File: src/rtl/pc_unit.sv
// -----------------------------------------------------------------------------
// pc_unit -- program-counter unit
//
// Owns the instruction fetch address. It generates the sequential next PC,
// applies trap vectoring and branch/jump redirects by fixed priority, turns
// misaligned redirect targets into a trap-vector load plus a one-cycle flag,
// supports halt/resume, and presents the PC to instruction memory through a
// valid/ready handshake.
//
// Parameters:
//   XLEN         width of PC and all address ports
//   RESET_VEC    PC loaded on reset (truncated/zero-extended to XLEN)
//   TRAP_VEC     PC loaded on trap or misaligned redirect (same sizing)
//   INSTR_BYTES  sequential increment, 2 or 4
//
// Ports:
//   CLK             in   clock, all state changes on the rising edge
//   RST             in   synchronous active-high reset
//   fetch_ready     in   instruction memory accepts PC this cycle
//   redirect_en     in   branch/jump taken, load redirect_pc
//   redirect_pc     in   redirect target (XLEN)
//   trap_en         in   exception/interrupt, load TRAP_VEC
//   halt_req        in   request halt (debug / wfi)
//   resume          in   leave HALT
//   PC              out  current fetch address (registered, XLEN)
//   PCPlus          out  PC + INSTR_BYTES, combinational, wraps mod 2^XLEN
//   fetch_valid     out  PC is a live fetch request (state RUN)
//   misalign        out  one-cycle pulse after a misaligned redirect
//   halted          out  unit is in HALT
//
// Optional feature, enabled by defining PC_UNIT_PERF_EN:
//   fetch_count     out  32-bit count of accepted fetches (valid && ready)
//   redirect_count  out  16-bit count of trap/redirect PC loads
//   Both clear on RST and wrap silently. Without the macro the ports and
//   counters do not exist and all other behaviour is unchanged.
// -----------------------------------------------------------------------------
module pc_unit #(
    parameter int          XLEN        = 32,
    parameter logic [31:0] RESET_VEC   = 32'h0000_0000,
    parameter logic [31:0] TRAP_VEC    = 32'h0000_0100,
    parameter int          INSTR_BYTES = 4
) (
    input  logic            CLK,
    input  logic            RST,
    input  logic            fetch_ready,
    input  logic            redirect_en,
    input  logic [XLEN-1:0] redirect_pc,
    input  logic            trap_en,
    input  logic            halt_req,
    input  logic            resume,
    output logic [XLEN-1:0] PC,
    output logic [XLEN-1:0] PCPlus,
    output logic            fetch_valid,
    output logic            misalign,
    output logic            halted
`ifdef PC_UNIT_PERF_EN
    ,
    output logic [31:0]     fetch_count,
    output logic [15:0]     redirect_count
`endif
);

    // Low address bits that must be zero in a legal target. Only 2- and
    // 4-byte instructions are supported, so this is 1 or 2.
    localparam int ALIGN = (INSTR_BYTES == 2) ? 1 : 2;

    // Vectors are given as 32-bit values; size them to the PC width once.
    localparam logic [XLEN-1:0] RESET_PC = XLEN'(RESET_VEC);
    localparam logic [XLEN-1:0] TRAP_PC  = XLEN'(TRAP_VEC);
    localparam logic [XLEN-1:0] STEP     = XLEN'(INSTR_BYTES);

    typedef enum logic [1:0] {
        BOOT = 2'd0,
        RUN  = 2'd1,
        HALT = 2'd2
    } state_t;

    state_t state;

    // A redirect target is illegal if any of its low ALIGN bits are set.
    logic target_misaligned;
    assign target_misaligned = (redirect_pc[ALIGN-1:0] != '0);

    // PC address of a redirect after the alignment check: either the
    // target itself or the trap vector.
    logic [XLEN-1:0] redirect_dest;
    assign redirect_dest = target_misaligned ? TRAP_PC : redirect_pc;

    // Sequential successor; the adder drops the carry, so the top of the
    // address space wraps to zero without any flag.
    assign PCPlus = PC + STEP;

`ifdef PC_UNIT_PERF_EN
    // A trap or redirect reloads the PC in every state except BOOT, which
    // ignores its inputs.
    logic pc_reload;
    assign pc_reload = (state != BOOT) && (trap_en || redirect_en);
`endif

    // The FSM, the PC and the registered outputs share one clocked block so
    // fetch_valid/halted always change on the same edge as the state.
    // NOTE: every register here uses non-blocking assignment so that all
    // right-hand sides read the pre-edge values (PC, PCPlus, state)
    // regardless of statement order.
    always_ff @(posedge CLK) begin
        if (RST) begin
            // NOTE: reset is synchronous and covers every register; there is
            // no memory array here, so nothing is left unreset and a reset
            // during a stall or halt leaves no residue.
            state       <= BOOT;
            PC          <= RESET_PC;
            misalign    <= 1'b0;
            fetch_valid <= 1'b0;
            halted      <= 1'b0;
        end else begin
            // misalign is a single-cycle pulse; only a misaligned redirect
            // in this cycle raises it for the next one.
            misalign <= 1'b0;

            unique case (state)
                // Exactly one cycle, inputs ignored.
                BOOT: begin
                    state       <= RUN;
                    fetch_valid <= 1'b1;
                    halted      <= 1'b0;
                end

                RUN: begin
                    if (trap_en) begin
                        PC <= TRAP_PC;
                    end else if (redirect_en) begin
                        // Abandons any pending fetch; the memory side must
                        // tolerate the request changing under it.
                        PC       <= redirect_dest;
                        misalign <= target_misaligned;
                    end else if (halt_req) begin
                        state       <= HALT;
                        fetch_valid <= 1'b0;
                        halted      <= 1'b1;
                    end else if (fetch_ready) begin
                        PC <= PCPlus;
                    end
                    // Otherwise stall: PC holds while the request is pending.
                end

                HALT: begin
                    // fetch_ready and halt_req have no effect here.
                    if (trap_en) begin
                        PC          <= TRAP_PC;
                        state       <= RUN;
                        fetch_valid <= 1'b1;
                        halted      <= 1'b0;
                    end else begin
                        // Debug PC write: same alignment rule as in RUN, but
                        // by itself it does not leave HALT.
                        if (redirect_en) begin
                            PC       <= redirect_dest;
                            misalign <= target_misaligned;
                        end
                        // resume together with a redirect fetches the new PC
                        // first, because both land on the same edge.
                        if (resume) begin
                            state       <= RUN;
                            fetch_valid <= 1'b1;
                            halted      <= 1'b0;
                        end
                    end
                end

                // Unreachable encoding: restart through BOOT.
                default: begin
                    state       <= BOOT;
                    fetch_valid <= 1'b0;
                    halted      <= 1'b0;
                end
            endcase
        end
    end

`ifdef PC_UNIT_PERF_EN
    // Performance counters; both wrap silently at their width.
    always_ff @(posedge CLK) begin
        if (RST) begin
            fetch_count    <= '0;
            redirect_count <= '0;
        end else begin
            if (fetch_valid && fetch_ready) begin
                fetch_count <= fetch_count + 32'd1;
            end
            if (pc_reload) begin
                redirect_count <= redirect_count + 16'd1;
            end
        end
    end
`endif

endmodule

File: config.mk
export PLATFORM = sky130hd
export DESIGN_NAME = pc_unit
export DESIGN_NICKNAME = d
export VERILOG_FILES = /design/src/rtl/pc_unit.sv
export SDC_FILE = /design/constraint.sdc
export NUM_CORES = 1
export LEC_CHECK = 0
export BUFFER_PORTS_ARGS = -buffer_cell sky130_fd_sc_hd__buf_2
export CAP_MARGIN = 40
export CORE_MARGIN = 8
export CORE_UTILIZATION = 49
export DETAILED_ROUTE_END_ITERATION = 10
export GPL_TIMING_DRIVEN = 0
export HOLD_SLACK_MARGIN = 0.05
export PLACE_DENSITY = 0.93
export SLEW_MARGIN = 20
export SYNTH_ARGS = -nofsm -noshare
export SYNTH_HDL_FRONTEND = slang
export SYNTH_SLANG_ARGS = --single-unit
File: constraint.sdc
create_clock -name CLK -period 2.4 [get_ports CLK]
set_input_delay 0.24 -clock CLK [delete_from_list [all_inputs] [get_ports CLK]]
set_output_delay 0.24 -clock CLK [all_outputs]
set_load 0.005 [all_outputs]
# --- Word level (Yosys, flattened, before mapping) ---
# Cells that the tools add are included.
op_classes:
  mux: 26
  bitwise_logic: 2
  add_sub_neg: 1
  eq_ne: 9
  reduce_logical: 7
ops:
  columns: ["operator", "n"]
  rows:
  - ["2-to-1 mux 32 bit", 7]
  - ["case mux 32 bit (2 select lines)", 1]
  - ["adder 32 x 3 -> 32 bit (second input constant)", 1]
  - ["2-to-1 mux 1 bit", 10]
  - ["2-to-1 mux 2 bit", 5]
  - ["inequality test 4 bit (second input constant)", 2]
  - ["AND reduction 4 bit", 2]
  - ["inequality test 2 bit (second input constant)", 3]
  - ["inequality test 3 bit (second input constant)", 2]
  - ["case mux 2 bit (3 select lines)", 1]
  - ["nonzero test 2 bit", 2]
  - ["OR reduction 4 bit", 1]
  - ["case mux 1 bit (3 select lines)", 1]
  - ["equality test 2 x 1 -> 1 bit (second input constant)", 1]
  - ["equality test 2 bit (second input constant)", 1]
  - ["logical NOT 2 bit", 1]
  - ["NOT 1 bit", 2]
  - ["case mux 1 bit (2 select lines)", 1]
  - ["OR reduction 2 bit", 1]
totals:
  output_inout_bits: 67
  register_bits: 37
  inputBits: 39
  word_cells: 50

# --- Logic depth before layout (Yosys ltp) ---
# Gate-level depths: netlist of the first run.
logic_depth:
  ltp_word: 6
  depth_mapped: 9
  ltp_nobuf: 7

# --- Worst setup path after synthesis of the first run ---
# No wires, ideal clock.
synth_path:
  kind: "reg2reg"
  from: "reg state[0]"
  to: "reg PC[26]"
  path_stages_with_launch: 10
  t_required_ns: 2.305
  path_buffers: 2
  arrival_time_ns: 2.058
  setup_slack_ns: 0.247
  cell_sequence: "dfxtp_1 inv_1 ha_1 buf_6 or3b_1 a211o_2 clkbuf_1 a31oi_1 o21ai_0 o311ai_1"
synth_via:
  elab_chain_cells: 3
  word_cells_on_any_way: 8
  classes_between: "eq/ne (5); mux (1); reduce/logical (2)"
synth_lines:
  columns: ["item", "line", "text"]
  rows:
  - ["from (decl)", "78", "state_t state;"]
  - ["from (signal assigned)", "110", "state <= BOOT;"]
  - ["from (signal assigned)", "123", "state <= RUN;"]
  - ["from (signal assigned)", "137", "state <= HALT;"]
  - ["equality test 2 x 1 -> 1 bit or equality test 2 bit (tied branches)", "120", "unique case (state)"]
  - ["inequality test 4 bit (no source line) (tied with other cells)", null, null]
  - ["AND reduction 4 bit (no source line)", null, null]
  - ["to (signal assigned)", "134", "PC <= redirect_dest;"]
  - ["to (signal assigned)", "141", "PC <= PCPlus;"]
  - ["to (signal assigned)", "157", "PC <= redirect_dest;"]
  - ["to (decl)", "51", "output logic [XLEN-1:0] PC,"]
# Parallel ways exist; a longest one is shown, timed or not.
# A chain may end at the register's enable or synchronous reset.

# --- Final worst setup path of the first run ---
layout_path:
  from: "reg PC[2]"
  to: "out PCPlus[24]"
layout_via:
  elab_chain_cells: 1
layout_lines:
  columns: ["item", "line", "text"]
  rows:
  - ["adder 32 x 3 -> 32 bit", "91", "assign PCPlus = PC + STEP;"]
  - ["to (decl)", "52", "output logic [XLEN-1:0] PCPlus,"]
# No other way between the ends.

==> results of run 1 <==
metal layers:
layer,part of all wire (%),routed length [µm]
met1,37,3350
met2,48,4400
met3,12,1060
met4,3.9,362
met5,0,0
cells in the final DEF, fill, tap and decap left out, types with 3 or more instances in the layout:
master	n
dfxtp_2	8
buf_4	6
clkbuf_1	6
clkbuf_2	5
nand2b_1	3
inv_1	12
buf_2	108
or2_2	3
nand3_1	12
o31ai_1	5
a22o_1	3
xor2_1	16
nor3_1	8
or3_1	3
nor3b_1	3
a21oi_1	11
a222oi_1	5
and2_1	4
clkbuf_8	7
xnor2_1	12
ha_1	4
nor4_4	5
a22oi_1	10
nand4_2	3
and3_1	5
nand4_1	12
nand2_1	19
dfxtp_1	28
nor2_1	32
o311ai_1	5
a32o_1	3
o21ai_0	20
flip-flops by register name, summed over array words and instances, names as in the netlist:
register and flops:
state 2, misalign 1, PC 32, halted 1
report_power, final:
| part | total (mW) | leakage [nW] | internal [mW] | switching [mW] |
|---|---|---|---|---|
| combinational | 0.909 | 1.30 | 0.331 | 0.578 |
| clock | 0.491 | 0.0503 | 0.256 | 0.235 |
| sequential | 0.748 | 0.295 | 0.654 | 0.0940 |
kinds of logic (layout without fill, tap and decap cells):
| logic type | Yosys count | after routing | share of synthesized area (%) |
|---|---|---|---|
| multiplexers | 1 | 1 | 0.389 |
| XOR/XNOR | 28 | 28 | 9.53 |
| AO/OA/AOI/OAI | 82 | 82 | 22.7 |
| buffers and inverters | 30 | 145 | 5.10 |
| flip-flops | 36 | 36 | 28.0 |
| adder cells (fa/ha/maj) | 5 | 5 | 2.43 |
| AND/OR/NAND/NOR | 130 | 130 | 31.8 |
| other | 0 | 1 | 0 |
per-stage QoR:
| stage | power, mW | hold WS, ns | cells | area (µm²) |
|---|---|---|---|---|
| floorplan | 1.30 | 0.356 | 312 | 2570 |
| global placement | 1.56 | 0.445 | 487 | 3190 |
| detailed placement | 1.60 | 0.453 | 487 | 3190 |
| CTS | 2.08 | 0.153 | 495 | 3310 |
| global route | 2.27 | 0.159 | 498 | 3370 |
| finish | 2.15 | 0.151 | 498 | 3370 |
how the worst min path moves through the flow:
stage                          startpoint  endpoint  slack, ns  cells past startpoint
after floorplan           redirect_pc[26]    PC[26]       0.36                      2
after global routing       redirect_pc[9]     PC[9]       0.16                      3
after CTS                 redirect_pc[26]    PC[26]       0.15                      3
after detailed placement  redirect_pc[26]    PC[26]       0.45                      3
after global placement    redirect_pc[27]    PC[27]       0.44                      3
final                     redirect_pc[27]    PC[27]       0.15                      3
worst max-delay path, cell delays in order, from the launching register on:
cell and delay, ns:
dfxtp_2 0.44, ha_2 0.26, nand3_4 0.19, nor4_4 0.36, nand4_1 0.23, xnor2_1 0.18, buf_2 0.13
area by class of cell:
cell class | count | share of cell area [%]
multi-input combinational | 246 | 52.3
sequential | 36 | 21.7
timing repair buffer | 109 | 16.5
clock buffer | 7 | 2.86
buffer | 17 | 2.64
tap | 70 | 2.60
inverter | 12 | 1.34
antenna | 1 | 0.0743
timing repair:
item,CTS,global route
endpoints found under the setup margin,21,29
setup buffers,1,3
pin swaps,1,3
resized for setup,9,18
==> metrics.md, run 1 <==
| Metric | Value |
|---|---|
| Cells on worst reg2reg path | `8` |
| Most frequent cells after synthesis | `36 x dfxtp_1, 34 x nor2_1, 20 x o21ai_0` |
| Vias post-DR | `a little over 3,000` |
| DRC Markers | `0` |
| Leading area contributor after synthesis | `dfxtp_1` |
| Layout cells sized above 1 | `between 30% and 40%` |
| Worst Setup End Kind | `primary output` |
| Gpl congestion | `0.876` |
| Worst-Margin Slew | `0.542 ns` |
| Final Util | `66.3%` |
| Port buffer count | `around 110` |
| Post-Synthesis Cell Area | `between 2000 and 3000 µm²` |
| Reg2reg setup slack | `0.08 ns` |
| Post-CTS Hold Fix Bufs | `0` |
| Clock Skews | `slightly below 0.01 ns` |
| Initial Utilization | `between 50% and 60%` |
| Seq/Total Area, Yosys | `28.0%` |
| EDFF count, synth | `0` |
| Filler cells | `427` |
| TritonCTS clock tree | `built` |
| GR Util met2 | `37.4%` |
| WS Path Type | `flip-flop to primary output` |
| Syn_area_per_cell | `8.25 µm²` |
| Global route hottest layer | `met2` |
| Area Overhead vs Synth | `30.8%` |
| Vias in the first global route | `2,850` |
| Worst hold path class | `primary input to flip-flop` |
| I/O pin cnt | `106` |
| Max cap viols | `0` |
| Max_slew headroom | `63.6%` |
| Count leader, synth | `dfxtp_1` |
| Total grt overflow | `0` |
| CTS max path bufs | `2` |
| Die H | `88.5 µm` |
| TritonCTS Buffers | `5` |
| Largest cells by area after synthesis | `dfxtp_1 28%, xor2_1 5.4%, nor2_1 5.0%` |
| Synth warnings | `0` |
| Largest net degree at the start of global routing | `11` |
| Max VDD drop | `0.000434 V` |
| DRT iter0 DRCs | `412` |
| Pwr per Cell Area | `638 nW/µm²` |
| Tmin final | `~2.3 ns` |
| Post-Route WL | `9180 µm` |
| Met3 Track Usage GR | `under 10%` |
| Clk root buf | `clkbuf_8` |
| Multi-input logic area | `1760 µm²` |
| Fin nets | `between 400 and 500` |
| Crit path from | `PC[2]` |
| Distinct cells, synth | `60` |
| GRT Util Overall | `22.3%` |
| Yosys top cell area share | `between 20% and 30%` |
| Status | `completed` |
| Die Wd | `88.5 µm` |
| Worst R2R End | `PC[15]` |
| CP required | `2.16 ns` |
| Yosys reg bits | `36` |
| H-tree Lvls | `2` |
| TritonRoute pass-1 iters | `6` |
| Leakage | `1.64 nW` |
| Initial antenna violation count | `1` |
| Final hold violation count | `0` |
| F_max | `0.428 GHz` |
| Asr flop ratio synth | `0%` |
| Die area | `7830 µm²` |
| Crit-path max FO | `9` |
| Clk Latency, worst-skew pair | `approximately 0.3 ns` |
| Final Cycle Share | `97.4%` |
| Met1 track demand over resource | `between 20 and 30%` |
| Arrival time worst endpoint | `~2.1 ns` |
| ANT nets after route | `0` |
| Vias/cell | `6.12` |
| Total core area | `5070 µm²` |
| Drt wl/cell | `18.4 µm` |
| Rows | `26` |
| Predominant post-synthesis flop cell | `dfxtp_1` |
| Hpwl dp | `6640 µm` |
| Seq. cell area | `731 µm²` |
| Synth Net Count | `about 360` |
| Syn Inst Count | `~310` |
| Max-slew violation count | `0` |
| # setup viols final | `0` |
| R2R Path Start | `state[0]` |
| RSZ-0062 raised after global routing | `true` |
| TNS Setup | `0 ns` |
| Global-route wire length before repair | `13,800 µm` |
| Worst setup margin | `approximately 0.061 ns` |
| Setup WS pre-CTS | `-0.103 ns` |
| Clock Pin Slew Worst Setup and Hold Paths | `0.08 ns` |
| Setup crit end | `PCPlus[24]` |
| Startpoint Class | `flip-flop` |
| Clk sinks | `36` |
Note: power is estimated with default switching activity, not from simulation.
==> run 2, diff against run 1 <==
Settings changed: SLEW_MARGIN 20 to unset.
Clock period 2.4 ns to 2.2 ns, I/O delays scaled along.
==> run 2 against run 1 <==
Against the previous run:
- the flow now finishes with violations (setup timing)
- via count rose by 7.9%
- largest power group unchanged
- die area unchanged
- first-iteration DRC count increased by 20%
- power is 20% higher
- register-to-register slack got worse by 0.13 ns
- critical path depth rose by 1
- utilization is 7.6 points higher
- worst hold slack got worse by 0.0060 ns
==> metrics.md, run 2 (same netlist as run 1, synthesis figures left out) <==
| Metric | Value |
|---|---|
| Clk sinks | `36 (unchanged)` |
| Layout cells sized above 1 | `48.0% (+10 points)` |
| Initial antenna violation count | `0 (-1)` |
| Worst hold path class | `primary input to flip-flop` |
| Total grt overflow | `0 (unchanged)` |
| Die area | `7830 µm² (unchanged)` |
| Vias/cell | `6.30 (+3.0%)` |
| Biggest register | `PC` |
| Vias post-DR | `3,287 (+7.9%)` |
| Fin nets | `496 (+5.3%)` |
| TritonCTS Buffers | `5 (unchanged)` |
| Max-slew violation count | `0 (unchanged)` |
| Largest net degree at the start of global routing | `11 (unchanged)` |
| WS Path Type | `flip-flop to primary output` |
| Die Wd | `88.5 µm (unchanged)` |
| TNS Setup | `-0.117 ns (-0.117 ns)` |
| Arrival time worst endpoint | `2.04 ns (-0.06 ns)` |
| Crit-path max FO | `5 (-4)` |
| Largest regs | `PC x32, state x2` |
| Max_slew headroom | `63.9% (+0.25 points)` |
| # setup viols final | `4 (+4)` |
| Clk Latency, worst-skew pair | `0.31 ns (about the same)` |
| Clock Skews | `0.0176 ns (+0.00767 ns)` |
| CTS max path bufs | `2 (unchanged)` |
| TritonRoute pass-1 iters | `5 (-1)` |
| Global-route wire length before repair | `14,500 µm (+5.3%)` |
| Multi-input logic area | `1870 µm² (+6.0%)` |
| Commonest non-fill, non-tap cell in the layout | `buf_2` |
| Failing checks | `setup timing` |
| Worst Setup End Kind | `primary output` |
| GRT Util Overall | `23.4% (+1.2 points)` |
| Met1 track demand over resource | `26.7% (+0.80 points)` |
| DRT iter0 DRCs | `494 (+20%)` |
| Pwr per Cell Area | `689 nW/µm² (+8.0%)` |
| Die H | `88.5 µm (unchanged)` |
| Worst setup margin | `-0.0558 ns (-0.117 ns)` |
| Ant diodes | `0 (-1)` |
| Max cap viols | `0 (unchanged)` |
| RSZ-0062 raised after global routing | `true` |
| Rows | `26 (unchanged)` |
| GR Util met2 | `39.5% (+2.1 points)` |
| F_max | `around 0.44 GHz` |
| Area Overhead vs Synth | `45.7%` |
| Filler cells | `347 (-19%)` |
| Global route hottest layer | `met2` |
| Total core area | `5070 µm² (unchanged)` |
| Status | `complete, but fails checks` |
| Port buffer count | `105 (unchanged)` |
| TritonCTS clock tree | `built` |
| Vias in the first global route | `2,955 (+3.7%)` |
| DRC Markers | `0 (unchanged)` |
| Setup WS pre-CTS | `-0.303 ns (-0.200 ns)` |
| Most frequent cells in the layout | `107 x buf_2, 30 x nor2_1, 30 x buf_4, 17 x nand2_1, 17 x o21ai_0` |
| Hpwl dp | `6640 µm (unchanged)` |
| Clock Pin Slew Worst Setup and Hold Paths | `0.09 ns (about the same)` |
| Worst-Margin Slew | `0.542 ns (-0.000530 ns)` |
| Startpoint Class | `flip-flop` |
| Final hold violation count | `0 (unchanged)` |
| Max VDD drop | `0.000559 V (+29%)` |
| Gpl congestion | `0.876 (unchanged)` |
| CP required | `1.98 ns (-0.18 ns)` |
| I/O pin cnt | `106 (unchanged)` |
| Post-CTS Hold Fix Bufs | `0 (unchanged)` |
| Clk root buf | `clkbuf_8` |
| Initial Utilization | `50.7% (unchanged)` |
| Drt wl/cell | `19.9 µm (+8.0%)` |
| Largest register FFs | `32 (unchanged)` |
| H-tree Lvls | `2 (unchanged)` |
| Tmin final | `2.26 ns` |
| Final Cycle Share | `103%` |
| Seq. cell area | `769 µm² (+5.3%)` |
| ANT nets after route | `0 (unchanged)` |
| Leakage | `1.84 nW (+12%)` |
| Post-Route WL | `10,400 µm (+13%)` |
| Met3 Track Usage GR | `6.13% (+0.46 points)` |
run 2: cell count changes in the layout (fill, tap and decap cells not counted), moves of 3 or more:
cell	previous run	this run
clkbuf_1	6	3
dfxtp_2	8	12
o21ai_0	20	17
nor2_4	0	3
o21ai_1	1	4
dfxtp_4	0	9
dfxtp_1	28	15
buf_4	6	30
run 2: cell type report:
| cell class | instances | area share [%] |
|---|---|---|
| plain buffers | 17 | 3.10 |
| clock buffers | 7 | 2.57 |
| inverters | 12 | 1.33 |
| multi-input cells | 246 | 49.7 |
| flip-flops and latches | 36 | 20.5 |
| well taps | 70 | 2.34 |
| repair buffers | 134 | 20.4 |
run 2: per-layer routing:
metal	part of all wire [%]	wire, µm	vias to the layer above
li1	-	-	1455
met1	36	3750	1517
met2	48	4990	266
met5	0	0	-
met3	11	1190	49
met4	4.4	460	0
run 2: stage by stage:
stage                     std cells  power [mW]  hold slack [ns]  util (%)  cell area [µm²]
after floorplan                 312        1.42            0.336         -             2570
after global placement          487        1.71            0.425      62.8             3190
after detailed placement        487        1.74            0.433      62.8             3190
after CTS                       501        2.31            0.133      67.7             3430
after global routing            522        2.71            0.148      73.9             3750
final                           522        2.58            0.145      73.9             3750
run 2: final timing paths:
check	from	to	slack [ns]	cells past startpoint
max	PC[4]	PCPlus[29]	-0.06	7
max reg2reg	state[0]	PC[13]	-0.05	8
min	redirect_pc[7]	PC[7]	0.15	3
min reg2reg	PC[1]	PC[1]	0.50	1
run 2: worst max-delay path: stages (launching register included):
cell     delay (ns)
dfxtp_4        0.38
nand4_4        0.17
nor4_4         0.40
buf_4          0.19
nand4_1        0.12
xor2_1         0.27
inv_1          0.06
buf_2          0.13
run 2: what timing repair did:
item	CTS	global route
pin swaps	7	17
setup endpoints to repair	46	36
cloned	0	1
setup buffers	8	20
gates resized for setup	38	53
run 2: power breakdown:
group	switching, mW	total (mW)	internal (mW)
logic	0.735	1.21	0.474
registers	0.111	0.835	0.723
clock network	0.260	0.540	0.280
total	1.11	2.58	1.48
==> run 3, diff against run 2 <==
Settings changed: BUFFER_PORTS_ARGS -buffer_cell sky130_fd_sc_hd__buf_2 to unset, CELL_PAD_IN_SITES_DETAIL_PLACEMENT set to 0, CELL_PAD_IN_SITES_GLOBAL_PLACEMENT set to 1, CORE_ASPECT_RATIO set to 0.9, CORE_UTILIZATION 49 to 45, DONT_BUFFER_PORTS set to 1, PLACE_DENSITY 0.93 to 0.91.
==> run 3 against run 2 <==
Against the previous run:
- worst hold slack got worse by 0.091 ns
- critical path type is now flip-flop to flip-flop
- global-route usage decreased by 4.3 points
- combinational power decreased by 24%
- power decreased by 12%
- the run now ends clean
- first-iteration DRC count decreased by 47%
- largest cell class unchanged
- cell area decreased by 19%
- register-to-register slack improved by 0.14 ns
- clock-buffer cell count increased by 1
- sequential cell count unchanged
- via count decreased by 23%
- non-clock buffer count decreased by 120
- setup slack improved by 0.15 ns
==> metrics.md, run 3 (same netlist as run 1, synthesis figures left out) <==
| Metric | Value |
|---|---|
| Drt wl/cell | `20.6 µm (+3.6%)` |
| F_max | `0.475 GHz (+7.1%)` |
| Biggest register | `PC` |
| Die area | `8400 µm² (+7.3%)` |
| Clock Skews | `0.00411 ns (-0.0135 ns)` |
| Post-Route WL | `8310 µm (-20%)` |
| Max cap viols | `0 (unchanged)` |
| Largest regs | `PC x32, state x2` |
| Filler cells | `537 (+55%)` |
| CTS max path bufs | `2 (unchanged)` |
| R2R Path Start | `state[0]` |
| Status | `completed` |
| TritonCTS clock tree | `built` |
| Fin nets | `376 (-24%)` |
| Vias/cell | `6.31 (+0.21%)` |
| Arrival time worst endpoint | `2.31 ns (+0.27 ns)` |
| Global-route wire length before repair | `12,600 µm (-13%)` |
| Sw Share | `41.6% (-1.2 points)` |
| Port buffer count | `0 (-100%)` |
| Initial antenna violation count | `0 (unchanged)` |
| Gpl congestion | `0.820 (-6.4%)` |
| DRT iter0 DRCs | `262 (-47%)` |
| TritonRoute pass-1 iters | `5 (unchanged)` |
| Worst hold path class | `primary input to flip-flop` |
| Layout cells sized above 1 | `26.4% (-22 points)` |
| GRT Util Overall | `19.1% (-4.3 points)` |
| Clock Pin Slew Worst Setup and Hold Paths | `0.08 ns (about the same)` |
| Leakage | `1.23 nW (-33%)` |
| Die H | `87.7 µm (-0.83%)` |
| TNS Setup | `0 ns (+0.117 ns)` |
| Startpoint Class | `flip-flop` |
| Clk sinks | `36 (unchanged)` |
| Rows | `26 (unchanged)` |
| Share of power burned in registers | `37.0% (+4.7 points)` |
| Commonest non-fill, non-tap cell in the layout | `nor2_1` |
| Hpwl dp | `6340 µm (-4.5%)` |
| Combinational Power Share | `40.7% (-6.1 points)` |
| TritonCTS Buffers | `5 (unchanged)` |
| Internal power | `1.32 mW (-10%)` |
| # setup viols final | `0 (-4)` |
| Ant diodes | `0 (unchanged)` |
| Largest register FFs | `32 (unchanged)` |
| Clk Latency, worst-skew pair | `0.29 ns (-0.02 ns)` |
| Max VDD drop | `0.000408 V (-27%)` |
| Max_slew headroom | `66.5% (+2.6 points)` |
| ANT nets after route | `0 (unchanged)` |
| Final Cycle Share | `95.7% (-6.8 points)` |
| RSZ-0062 raised after global routing | `true` |
| Placed insts | `382 (-22%)` |
| Min-delay src | `redirect_pc[9]` |
| I/O pin cnt | `106 (unchanged)` |
| Final cell count without fillers | `403 (-23%)` |
| Tmin final | `2.11 ns (-0.150 ns)` |
| Area Overhead vs Synth | `18.1%` |
| Max-slew violation count | `0 (unchanged)` |
| Pwr per Cell Area | `746 nW/µm² (+8.3%)` |
| Vias post-DR | `2,543 (-23%)` |
| P_sw | `0.944 mW (-15%)` |
| Most frequent cells in the layout | `31 x nor2_1, 20 x o21ai_0, 19 x dfxtp_1, 18 x nand2_1, 16 x buf_4` |
| Total core area | `5600 µm² (+10%)` |
| CP required | `2.40 ns (+0.42 ns)` |
| Clk root buf | `clkbuf_8` |
| Largest net degree at the start of global routing | `11 (unchanged)` |
| DRC Markers | `0 (unchanged)` |
| Worst-Margin Slew | `0.503 ns (-0.0389 ns)` |
| Clock share of power | `22.2% (+1.3 points)` |
| WS Path Type | `flip-flop to flip-flop` |
| Final hold violation count | `0 (unchanged)` |
| Initial Utilization | `46.0% (-4.7 points)` |
| Total grt overflow | `0 (unchanged)` |
| Crit-path max FO | `10 (+5)` |
| Worst Setup End Kind | `flip-flop` |
| Crit path from | `state[0]` |
| H-tree Lvls | `2 (unchanged)` |
| Die Wd | `95.7 µm (+8.2%)` |
| Vias in the first global route | `2,376 (-20%)` |
[run 3: path summary, 6_finish.rpt]
kind | endpoint | slack [ns] | depth (start not counted)
worst min register to register | PC[0] | 0.51 | 1
worst min-delay path | PC[9] | 0.05 | 2
worst max register to register | PC[26] | 0.09 | 9
worst max-delay path | PC[26] | 0.09 | 9
[run 3: power groups by stage]
| stage | clock, mW | combinational (mW) | sequential [mW] |
|---|---|---|---|
| floorplan | 0 | 0.607 | 0.811 |
| global placement | 0 | 0.775 | 0.840 |
| detailed placement | 0 | 0.795 | 0.844 |
| CTS | 0.507 | 0.831 | 0.840 |
| global route | 0.539 | 1.02 | 0.851 |
| finish | 0.504 | 0.924 | 0.840 |
[run 3: layer usage]
layer | vias up | share of wire [%] | global-route usage, %
met1 | 1216 | 42 | 24.6
met3 | 10 | 11 | 8.14
met2 | 110 | 45 | 29.1
met5 | - | 0 | 0
met4 | 0 | 0.88 | 3.77
li1 | 1207 | - | -
[run 3: cell type report]
type | count | area [µm²] | share of cell area, %
Buffer | 17 | 110 | 3.62
Sequential cell | 36 | 754 | 24.8
Timing Repair Buffer | 14 | 110 | 3.62
Clock buffer | 8 | 90.1 | 2.96
Inverter | 12 | 45.0 | 1.48
Multi-Input combinational cell | 246 | 1840 | 60.6
Tap cell | 70 | 87.6 | 2.88
[run 3: timing repair]
action / CTS / global route
buffers inserted: 6 / 6
hold endpoints to repair: 2 / 0
setup endpoints to repair: 41 / 32
resized for setup: 35 / 36
pin swaps: 6 / 9
hold buffers: 2 / 0
[run 3: critical path, stage by stage (launching register included)]
cell	delay [ns]
dfxtp_4	0.38
inv_1	0.06
ha_1	0.28
buf_6	0.13
or3b_4	0.40
a211o_4	0.31
buf_6	0.15
a31oi_1	0.12
o21ai_0	0.09
o311ai_1	0.09
[run 3: through the flow]
stage / worst slack [ns] / hold WS, ns / power [mW] / utilization, % / cell area [µm²]
CTS: 0.00261 / 0.0510 / 2.18 / 51.9 / 2900
floorplan: 0.0468 / 0.336 / 1.42 / - / 2570
global route: -0.0295 / 0.0601 / 2.41 / 54.3 / 3040
finish: 0.0945 / 0.0543 / 2.27 / 54.3 / 3040
detailed placement: -0.477 / 0.342 / 1.64 / 47.6 / 2660
global placement: -0.398 / 0.343 / 1.61 / 47.6 / 2660
